### src/rtl/hwag_coil_channel_if.sv
// rtl/hwag_coil_channel_if.sv - angle, configuration and coil signals of one coil channel
// The channel drives the slave side; the angle source and register block drive the master side.
interface hwag_coil_channel_if #(
  parameter int ANGLE_W = 16,
  parameter int DWELL_W = 24
);
  logic               hwag_start;
  logic               angle_tick;
  logic [ANGLE_W-1:0] angle;
  logic               cfg_wr;
  logic [ANGLE_W-1:0] cfg_on;
  logic [ANGLE_W-1:0] cfg_off;
  logic [DWELL_W-1:0] cfg_dwell_max;
  logic               coil;
  logic               cfg_err;
  logic               dwell_fault;

  modport master (
    output hwag_start, angle_tick, angle,
    output cfg_wr, cfg_on, cfg_off, cfg_dwell_max,
    input  coil, cfg_err, dwell_fault
  );

  modport slave (
    input  hwag_start, angle_tick, angle,
    input  cfg_wr, cfg_on, cfg_off, cfg_dwell_max,
    output coil, cfg_err, dwell_fault
  );
endinterface

### src/rtl/hwag_coil_channel.sv
// rtl/hwag_coil_channel.sv - angle-driven ignition coil channel with double-buffered config
// Charges the coil between on/off angle crossings; a dwell watchdog bounds the charge time.
module hwag_coil_channel #(
  parameter int ANGLE_W   = 16,
  parameter int ANGLE_MOD = 3840,
  parameter int DWELL_W   = 24
) (
  input  logic                 clk,
  input  logic                 rst,
  hwag_coil_channel_if.slave   bus
);

  localparam logic [1:0] ST_IDLE    = 2'd0;
  localparam logic [1:0] ST_SYNC    = 2'd1;
  localparam logic [1:0] ST_WAIT_ON = 2'd2;
  localparam logic [1:0] ST_CHARGE  = 2'd3;

  localparam logic [ANGLE_W:0] MOD_V  = (ANGLE_W+1)'(ANGLE_MOD);
  localparam logic [ANGLE_W:0] HALF_V = MOD_V >> 1;

  // (a - b) mod ANGLE_MOD for in-range angles; one extra bit keeps a + MOD from overflowing.
  function automatic logic [ANGLE_W:0] mod_sub(input logic [ANGLE_W-1:0] a,
                                               input logic [ANGLE_W-1:0] b);
    logic [ANGLE_W:0] ae;
    logic [ANGLE_W:0] be;
    ae = {1'b0, a};
    be = {1'b0, b};
    if (ae >= be) mod_sub = ae - be;
    else          mod_sub = ae + MOD_V - be;
  endfunction

  logic [1:0]         state_q,          state_d;
  logic               coil_q,           coil_d;
  logic               cfg_err_q,        cfg_err_d;
  logic               dwell_fault_q,    dwell_fault_d;
  logic [ANGLE_W-1:0] prev_q,           prev_d;
  logic               prev_valid_q,     prev_valid_d;
  logic [DWELL_W-1:0] dwell_q,          dwell_d;
  logic [ANGLE_W-1:0] shadow_on_q,      shadow_on_d;
  logic [ANGLE_W-1:0] shadow_off_q,     shadow_off_d;
  logic [DWELL_W-1:0] shadow_dwell_q,   shadow_dwell_d;
  logic               shadow_pending_q, shadow_pending_d;
  logic [ANGLE_W-1:0] active_on_q,      active_on_d;
  logic [ANGLE_W-1:0] active_off_q,     active_off_d;
  logic [DWELL_W-1:0] active_dwell_q,   active_dwell_d;

  logic [ANGLE_W:0] step_dist;
  logic [ANGLE_W:0] on_dist;
  logic [ANGLE_W:0] off_dist;
  logic             step_ok;
  logic             on_x;
  logic             off_x;
  logic             wd_hit;
  logic             cfg_ok;
  logic             xfer;

  // A target is crossed when it lies in (prev, angle] going forward by less than half a turn.
  always_comb begin
    step_dist = mod_sub(bus.angle, prev_q);
    on_dist   = mod_sub(active_on_q, prev_q);
    off_dist  = mod_sub(active_off_q, prev_q);
    step_ok   = bus.angle_tick && prev_valid_q &&
                (step_dist != '0) && (step_dist < HALF_V);
    on_x      = step_ok && (on_dist  != '0) && (on_dist  <= step_dist);
    off_x     = step_ok && (off_dist != '0) && (off_dist <= step_dist);
    wd_hit    = (active_dwell_q != '0) &&
                (dwell_q == active_dwell_q - DWELL_W'(1));
    cfg_ok    = ({1'b0, bus.cfg_on}  < MOD_V) &&
                ({1'b0, bus.cfg_off} < MOD_V) &&
                (bus.cfg_on != bus.cfg_off);
  end

  always_comb begin
    state_d          = state_q;
    coil_d           = coil_q;
    cfg_err_d        = 1'b0;
    dwell_fault_d    = 1'b0;
    prev_d           = prev_q;
    prev_valid_d     = prev_valid_q;
    dwell_d          = dwell_q;
    shadow_on_d      = shadow_on_q;
    shadow_off_d     = shadow_off_q;
    shadow_dwell_d   = shadow_dwell_q;
    shadow_pending_d = shadow_pending_q;
    active_on_d      = active_on_q;
    active_off_d     = active_off_q;
    active_dwell_d   = active_dwell_q;
    xfer             = 1'b0;

    if (!bus.hwag_start) begin
      state_d      = ST_IDLE;
      coil_d       = 1'b0;
      prev_valid_d = 1'b0;
    end else begin
      case (state_q)
        ST_IDLE: state_d = ST_SYNC;
        ST_SYNC: begin
          if (bus.angle_tick) begin
            prev_d       = bus.angle;
            prev_valid_d = 1'b1;
            xfer         = 1'b1;
            state_d      = ST_WAIT_ON;
          end
        end
        ST_WAIT_ON: begin
          if (bus.angle_tick) prev_d = bus.angle;
          // On and off in one tick is a zero-length cycle: coil stays off.
          if (on_x && off_x) begin
            xfer = 1'b1;
          end else if (on_x) begin
            state_d = ST_CHARGE;
            coil_d  = 1'b1;
            dwell_d = '0;
          end
        end
        ST_CHARGE: begin
          dwell_d = dwell_q + DWELL_W'(1);
          if (bus.angle_tick) prev_d = bus.angle;
          if (off_x) begin
            state_d = ST_WAIT_ON;
            coil_d  = 1'b0;
            xfer    = 1'b1;
          end else if (wd_hit) begin
            state_d       = ST_WAIT_ON;
            coil_d        = 1'b0;
            dwell_fault_d = 1'b1;
            xfer          = 1'b1;
          end
        end
        default: state_d = ST_IDLE;
      endcase
    end

    // Transfer reads the pre-write shadow, so a same-cycle write stays pending.
    if (xfer && shadow_pending_q) begin
      active_on_d      = shadow_on_q;
      active_off_d     = shadow_off_q;
      active_dwell_d   = shadow_dwell_q;
      shadow_pending_d = 1'b0;
    end

    if (bus.cfg_wr) begin
      if (cfg_ok) begin
        shadow_on_d      = bus.cfg_on;
        shadow_off_d     = bus.cfg_off;
        shadow_dwell_d   = bus.cfg_dwell_max;
        shadow_pending_d = 1'b1;
      end else begin
        cfg_err_d = 1'b1;
      end
    end
  end

  always_ff @(posedge clk) begin
    if (rst) begin
      state_q          <= ST_IDLE;
      coil_q           <= 1'b0;
      cfg_err_q        <= 1'b0;
      dwell_fault_q    <= 1'b0;
      prev_q           <= '0;
      prev_valid_q     <= 1'b0;
      dwell_q          <= '0;
      shadow_on_q      <= '0;
      shadow_off_q     <= '0;
      shadow_dwell_q   <= '0;
      shadow_pending_q <= 1'b0;
      active_on_q      <= '0;
      active_off_q     <= '0;
      active_dwell_q   <= '0;
    end else begin
      state_q          <= state_d;
      coil_q           <= coil_d;
      cfg_err_q        <= cfg_err_d;
      dwell_fault_q    <= dwell_fault_d;
      prev_q           <= prev_d;
      prev_valid_q     <= prev_valid_d;
      dwell_q          <= dwell_d;
      shadow_on_q      <= shadow_on_d;
      shadow_off_q     <= shadow_off_d;
      shadow_dwell_q   <= shadow_dwell_d;
      shadow_pending_q <= shadow_pending_d;
      active_on_q      <= active_on_d;
      active_off_q     <= active_off_d;
      active_dwell_q   <= active_dwell_d;
    end
  end

  assign bus.coil        = coil_q;
  assign bus.cfg_err     = cfg_err_q;
  assign bus.dwell_fault = dwell_fault_q;

endmodule

### src/flat_wrapper.sv
// flat-port wrapper written by rule: the top's interface ports become plain ports
module hwag_coil_channel_flat 
#(
  parameter int ANGLE_W   = 16,
  parameter int ANGLE_MOD = 3840,
  parameter int DWELL_W   = 24
)
  (clk, rst, bus_hwag_start, bus_angle_tick, bus_angle, bus_cfg_wr, bus_cfg_on, bus_cfg_off, bus_cfg_dwell_max, bus_coil, bus_cfg_err, bus_dwell_fault);
  hwag_coil_channel_if #(.ANGLE_W(ANGLE_W), .DWELL_W(DWELL_W)) bus_i ();
  input  logic clk;
  input  logic rst;
  input wire logic [$bits(bus_i.hwag_start)-1:0] bus_hwag_start;
  input wire logic [$bits(bus_i.angle_tick)-1:0] bus_angle_tick;
  input wire logic [$bits(bus_i.angle)-1:0] bus_angle;
  input wire logic [$bits(bus_i.cfg_wr)-1:0] bus_cfg_wr;
  input wire logic [$bits(bus_i.cfg_on)-1:0] bus_cfg_on;
  input wire logic [$bits(bus_i.cfg_off)-1:0] bus_cfg_off;
  input wire logic [$bits(bus_i.cfg_dwell_max)-1:0] bus_cfg_dwell_max;
  output wire logic [$bits(bus_i.coil)-1:0] bus_coil;
  output wire logic [$bits(bus_i.cfg_err)-1:0] bus_cfg_err;
  output wire logic [$bits(bus_i.dwell_fault)-1:0] bus_dwell_fault;
  assign bus_i.hwag_start = bus_hwag_start;
  assign bus_i.angle_tick = bus_angle_tick;
  assign bus_i.angle = bus_angle;
  assign bus_i.cfg_wr = bus_cfg_wr;
  assign bus_i.cfg_on = bus_cfg_on;
  assign bus_i.cfg_off = bus_cfg_off;
  assign bus_i.cfg_dwell_max = bus_cfg_dwell_max;
  assign bus_coil = bus_i.coil;
  assign bus_cfg_err = bus_i.cfg_err;
  assign bus_dwell_fault = bus_i.dwell_fault;
  hwag_coil_channel #(.ANGLE_W(ANGLE_W), .ANGLE_MOD(ANGLE_MOD), .DWELL_W(DWELL_W)) u_core (.clk(clk), .rst(rst), .bus(bus_i));
endmodule
### config.mk
export PLATFORM = sky130hd
export DESIGN_NAME = hwag_coil_channel_flat
export DESIGN_NICKNAME = d
export VERILOG_FILES = /design/src/rtl/hwag_coil_channel_if.sv /design/src/rtl/hwag_coil_channel.sv /design/src/flat_wrapper.sv
export SDC_FILE = /design/constraint.sdc
export NUM_CORES = 1
export LEC_CHECK = 0
export CAP_MARGIN = 20
export CORE_MARGIN = 3
export CORE_UTILIZATION = 60
export CTS_BUF_LIST = sky130_fd_sc_hd__clkbuf_8 sky130_fd_sc_hd__clkbuf_16
export CTS_CLUSTER_SIZE = 40
export DETAILED_ROUTE_END_ITERATION = 6
export GPL_TIMING_DRIVEN = 0
export MAX_ROUTING_LAYER = met4
export PLACE_DENSITY = 0.87
export SYNTH_ARGS = -nofsm -noshare
export SYNTH_HDL_FRONTEND = slang
export SYNTH_SLANG_ARGS = --single-unit
### constraint.sdc
create_clock -name clk -period 17.7 [get_ports clk]
set_input_delay 3.54 -clock clk [delete_from_list [all_inputs] [get_ports clk]]
set_output_delay 3.54 -clock clk [all_outputs]
set_load 0.01 [all_outputs]
==> flow_summary.ini, run 1 <==
[status]
status = finished, final reports clean

[detailed_routing]
drt_pre_antenna_iters = 6
detail_route.iter0.violations = 1112
routed_wl_um = 42400
via_total_after_detailed_routing = 13900
postRouteAntennaNets = 0
via_per_inst = 6.21
drc = 0
routed_wirelength_normalized_by_instance_count_um = 19.0

[logic_synthesis]
synth-compound-area-share_pct = 17.5
synthDistinctLibCells = 88
synth-warning-count = 0
synth_fp_nets = 2058
synth_edf_count = 0
synthDominantCellAreaShare_pct = 21.5
async_flop_share_pct = 0
synth.avg_cell_area_um2 = 8.19
synth_area_leaders = sky130_fd_sc_hd__dfxtp_1 (22%), sky130_fd_sc_hd__ha_1 (12%), sky130_fd_sc_hd__mux2i_1 (8.4%)
synth-seq-cells = 159
yosysSeqAreaShare_pct = 21.5
synth-main-ff-cell = sky130_fd_sc_hd__dfxtp_1
synth_adder_area_share_pct = 16.6
synth_area_mm2 = 0.0148
synthesis.instances = 1806
dominant_combinational_cell_family_by_area_after_synthesis = simple AND/OR/NAND/NOR gates
synthSimpleGateAreaFrac_pct = 23.7
yosys-mux-area-fraction_pct = 8.62
synth_top_cell_by_area = sky130_fd_sc_hd__dfxtp_1
yosys.area_share.xor_xnor_pct = 6.81

[pwr]
p_sw_uw = 386
total_power_mw = 1.07
switching_share_pct = 35.9
share_seq_of_total_power_pct = 33.6
power.share.combinational_pct = 29.7
power_density_mw_per_mm2 = 64.6
power.clock.fraction_pct = 36.6
total_leakage_power_nw = 6.29
peakVddDrop_mv = 0.0526
power_report.internal_total_uw = 687

[grt]
global_route.usage.total_pct = 32.9
grt_first_pass_wirelength_um = 68600
antenna_found_initial = 0
grt_overflow_total = 0
via_count_of_the_first_global_routing_pass = 13600
grt_start_max_net_pins = 21

[setup_path]
cp-start-kind = input port
crit_buf_inv = 5
critical_path.top_delay_family = simple AND/OR/NAND/NOR gates
worst-endpoint-required_ns = 18.05
r2r_start = u_core.prev_q[2]
critical_path.reg2reg.endpoint = u_core.active_dwell_q[3]
cp_slowest_stage_delay_ns = 0.74
worstRegToRegCells = 23
timing.critical_path.to_type = flip-flop
critical_path.slowest_cell = sky130_fd_sc_hd__nor4b_1
type_of_the_worst_setup_path = input port to flip-flop
critical_path_peak_fanout = 10
rrSetupSlack_ns = 10.38
crit_path_cell_trace = clkdlybuf4s50_1, inv_1, ha_1, inv_1, ha_1, nand4_1, or2_2, a2111oi_0, o21ai_0, a21boi_0, o21ai_0, nand2_1, ha_1, nand3_1, nor3_1, nand4_1, or3b_2, o211ai_1, nor4b_1, a311oi_2, nor3b_2, buf_6, buf_8, mux2i_1
cp_common_cell = sky130_fd_sc_hd__ha_1
critPathArrivalTime_ns = 10.57

[clocking]
root_buffer = sky130_fd_sc_hd__clkbuf_16
clock_tree.buffer_depth = 2
holdBufCountCts = 0
clock-sinks = 159
ctsHtreeMaxLevel = 4
post-cts-setup-buffers = 0
ctsResizeCount = 0
clock_insertion_delay_worst_skew_ns = 0.45
num_cts_buffers = 17
clk_pin_slew_ns = 0.08
tritoncts = built

[finish]
fin_area_mm2 = 0.0166
layout_common_cells = sky130_fd_sc_hd__dfxtp_1 (159), sky130_fd_sc_hd__ha_1 (139), sky130_fd_sc_hd__nand2b_1 (137)
layout-drive-gt1-share_pct = 4.12
n_diodes = 0
layout.cells.non_filler = 2236
mostFrequentLayoutCell = sky130_fd_sc_hd__dfxtp_1
final_util_pct = 69.8
fin_nets = 2156
syn_to_final_growth_pct = 12.3

[timing]
max_slew_margin_pct = 37.2
hold_viol = 0
grt_setup_unrepaired = no
max_freq_ghz = 0.0979
finalSetupViolations = 0
worst_pin_slew_ns = 0.942
setup-tns-final_ns = 0
clock-skew-final_ns = 0.0239
report.final.slew_viol_count = 0
finalWorstPathRequiredPeriod_ns = 10.22
finalCritPeriodShare_pct = 57.7

[die]
die_height_um = 163
dieWidth_um = 163
fp.dieArea_mm2 = 0.0266
rows = 56
coreArea_mm2 = 0.0238
ios = 80
initial_utilization_pct = 62.1

[placement]
dpl.hpwl_um = 33100
final_weighted_congestion_of_routability_driven_global_placement = 1.01
placement.cell_area_mm2 = 0.0160
place.detailed.instances = 2204
port_buffers = 79

[hold_path]
hold_path_depth = 2
hold_class = flip-flop to flip-flop
hold_path_startpoint = u_core.prev_q[12]
hold_end = u_core.prev_q[12]

[flow_run]
max_cap_violations = 0
worst min-delay path: stages, from the launching register on:
cell	delay [ns]
sky130_fd_sc_hd__dfxtp_1	0.31
sky130_fd_sc_hd__nand2_1	0.05
sky130_fd_sc_hd__a21oi_1	0.05
how the worst max path moves through the flow:
stage             startpoint                        end  depth (start not counted)
6_report       bus_angle[10]   u_core.active_dwell_q[3]                         24
5_1_grt        bus_angle[11]  u_core.active_dwell_q[11]                         24
3_5_place_dp   bus_angle[11]      u_core.active_on_q[5]                         24
4_1_cts        bus_angle[11]   u_core.active_dwell_q[3]                         24
3_3_place_gp   bus_angle[10]      u_core.active_on_q[3]                         23
2_1_floorplan   bus_angle[2]   u_core.active_dwell_q[0]                         22
logic make-up (layout without fill, tap and decap cells):
logic type      after synthesis  after routing
compound gates              387            387
xor+xnor                    115            115
fa+ha+maj                   175            175
buf+inv                     187            298
flops                       159            159
mux                         127            127
simple gates                656            656
power groups by stage:
stage                     Combinational, mW  Sequential, mW  Clock (mW)
after floorplan                       0.220           0.368           0
after global placement                0.297           0.369           0
after detailed placement              0.307           0.369           0
after CTS                             0.310           0.361       0.396
after global routing                  0.348           0.361       0.411
final                                 0.319           0.361       0.393
per-stage QoR:
| step | hold WS [ns] | setup slack, ns |
|---|---|---|
| final | 0.463 | 7.48 |
| after global routing | 0.477 | 7.22 |
| after CTS | 0.464 | 7.76 |
| after detailed placement | 0.447 | 7.37 |
| after global placement | 0.443 | 7.53 |
| after floorplan | 0.431 | 9.27 |
per-layer routing:
metal	share of wire, %	GRT usage, %
met4	3.9	13.5
met3	9.0	7.00
met5	0	-
met1	43	42.0
met2	44	51.0
layout make-up:
cell class              instances  area (µm²)
repair buffers                 79         791
well taps                     319         399
clock buffers                  17         425
multi-input cells            1460       10800
fillers                      1857        7200
plain buffers                  69         340
clock inverters                15         209
flip-flops and latches        159        3180
inverters                     118         443
cell usage after synthesis, drive strengths merged, types with 13 or more instances:
master	instances
and2	25
nand2b	137
nand3	35
nor3	48
o21a	13
a31oi	22
nor2b	22
inv	118
nand3b	14
nand2	130
o21ai	72
buf	25
fa	36
nor4	17
or4	22
clkbuf	44
xnor2	76
and3	18
xor2	39
mux2i	124
a21oi	104
a21o	24
o211ai	16
nand4	31
o31ai	22
nor2	122
ha	139
dfxtp	159
flip-flops by register name, indices dropped and copies added (netlist names):
signal                   count
u_core.bus.cfg_err           1
u_core.shadow_on_q          16
u_core.shadow_off_q         16
u_core.bus.dwell_fault       1
u_core.active_dwell_q       24
u_core.prev_valid_q          1
u_core.bus.coil              1
u_core.active_on_q          16
u_core.shadow_dwell_q       24
u_core.active_off_q         16
u_core.prev_q               16
u_core.state_q               2
u_core.shadow_pending_q      1
u_core.dwell_q              24
(Power assumes the default switching activity.)
==> run 2: changes to the inputs <==
- clock period: 17.7 -> 10.5 ns (I/O delays scaled with it)
==> results of run 2 <==
The final DEF is identical to that of run 1. Status: finished, final reports clean.
Among the figures that moved: setup slack after placement 7.37 ns -> 1.61 ns; setup slack after layout 7.48 ns -> 1.72 ns; register-to-register setup slack 10.38 ns -> 3.18 ns; total power 1.07 mW -> 1.81 mW; worst IR drop on VDD 0.0526 mV -> 0.0886 mV
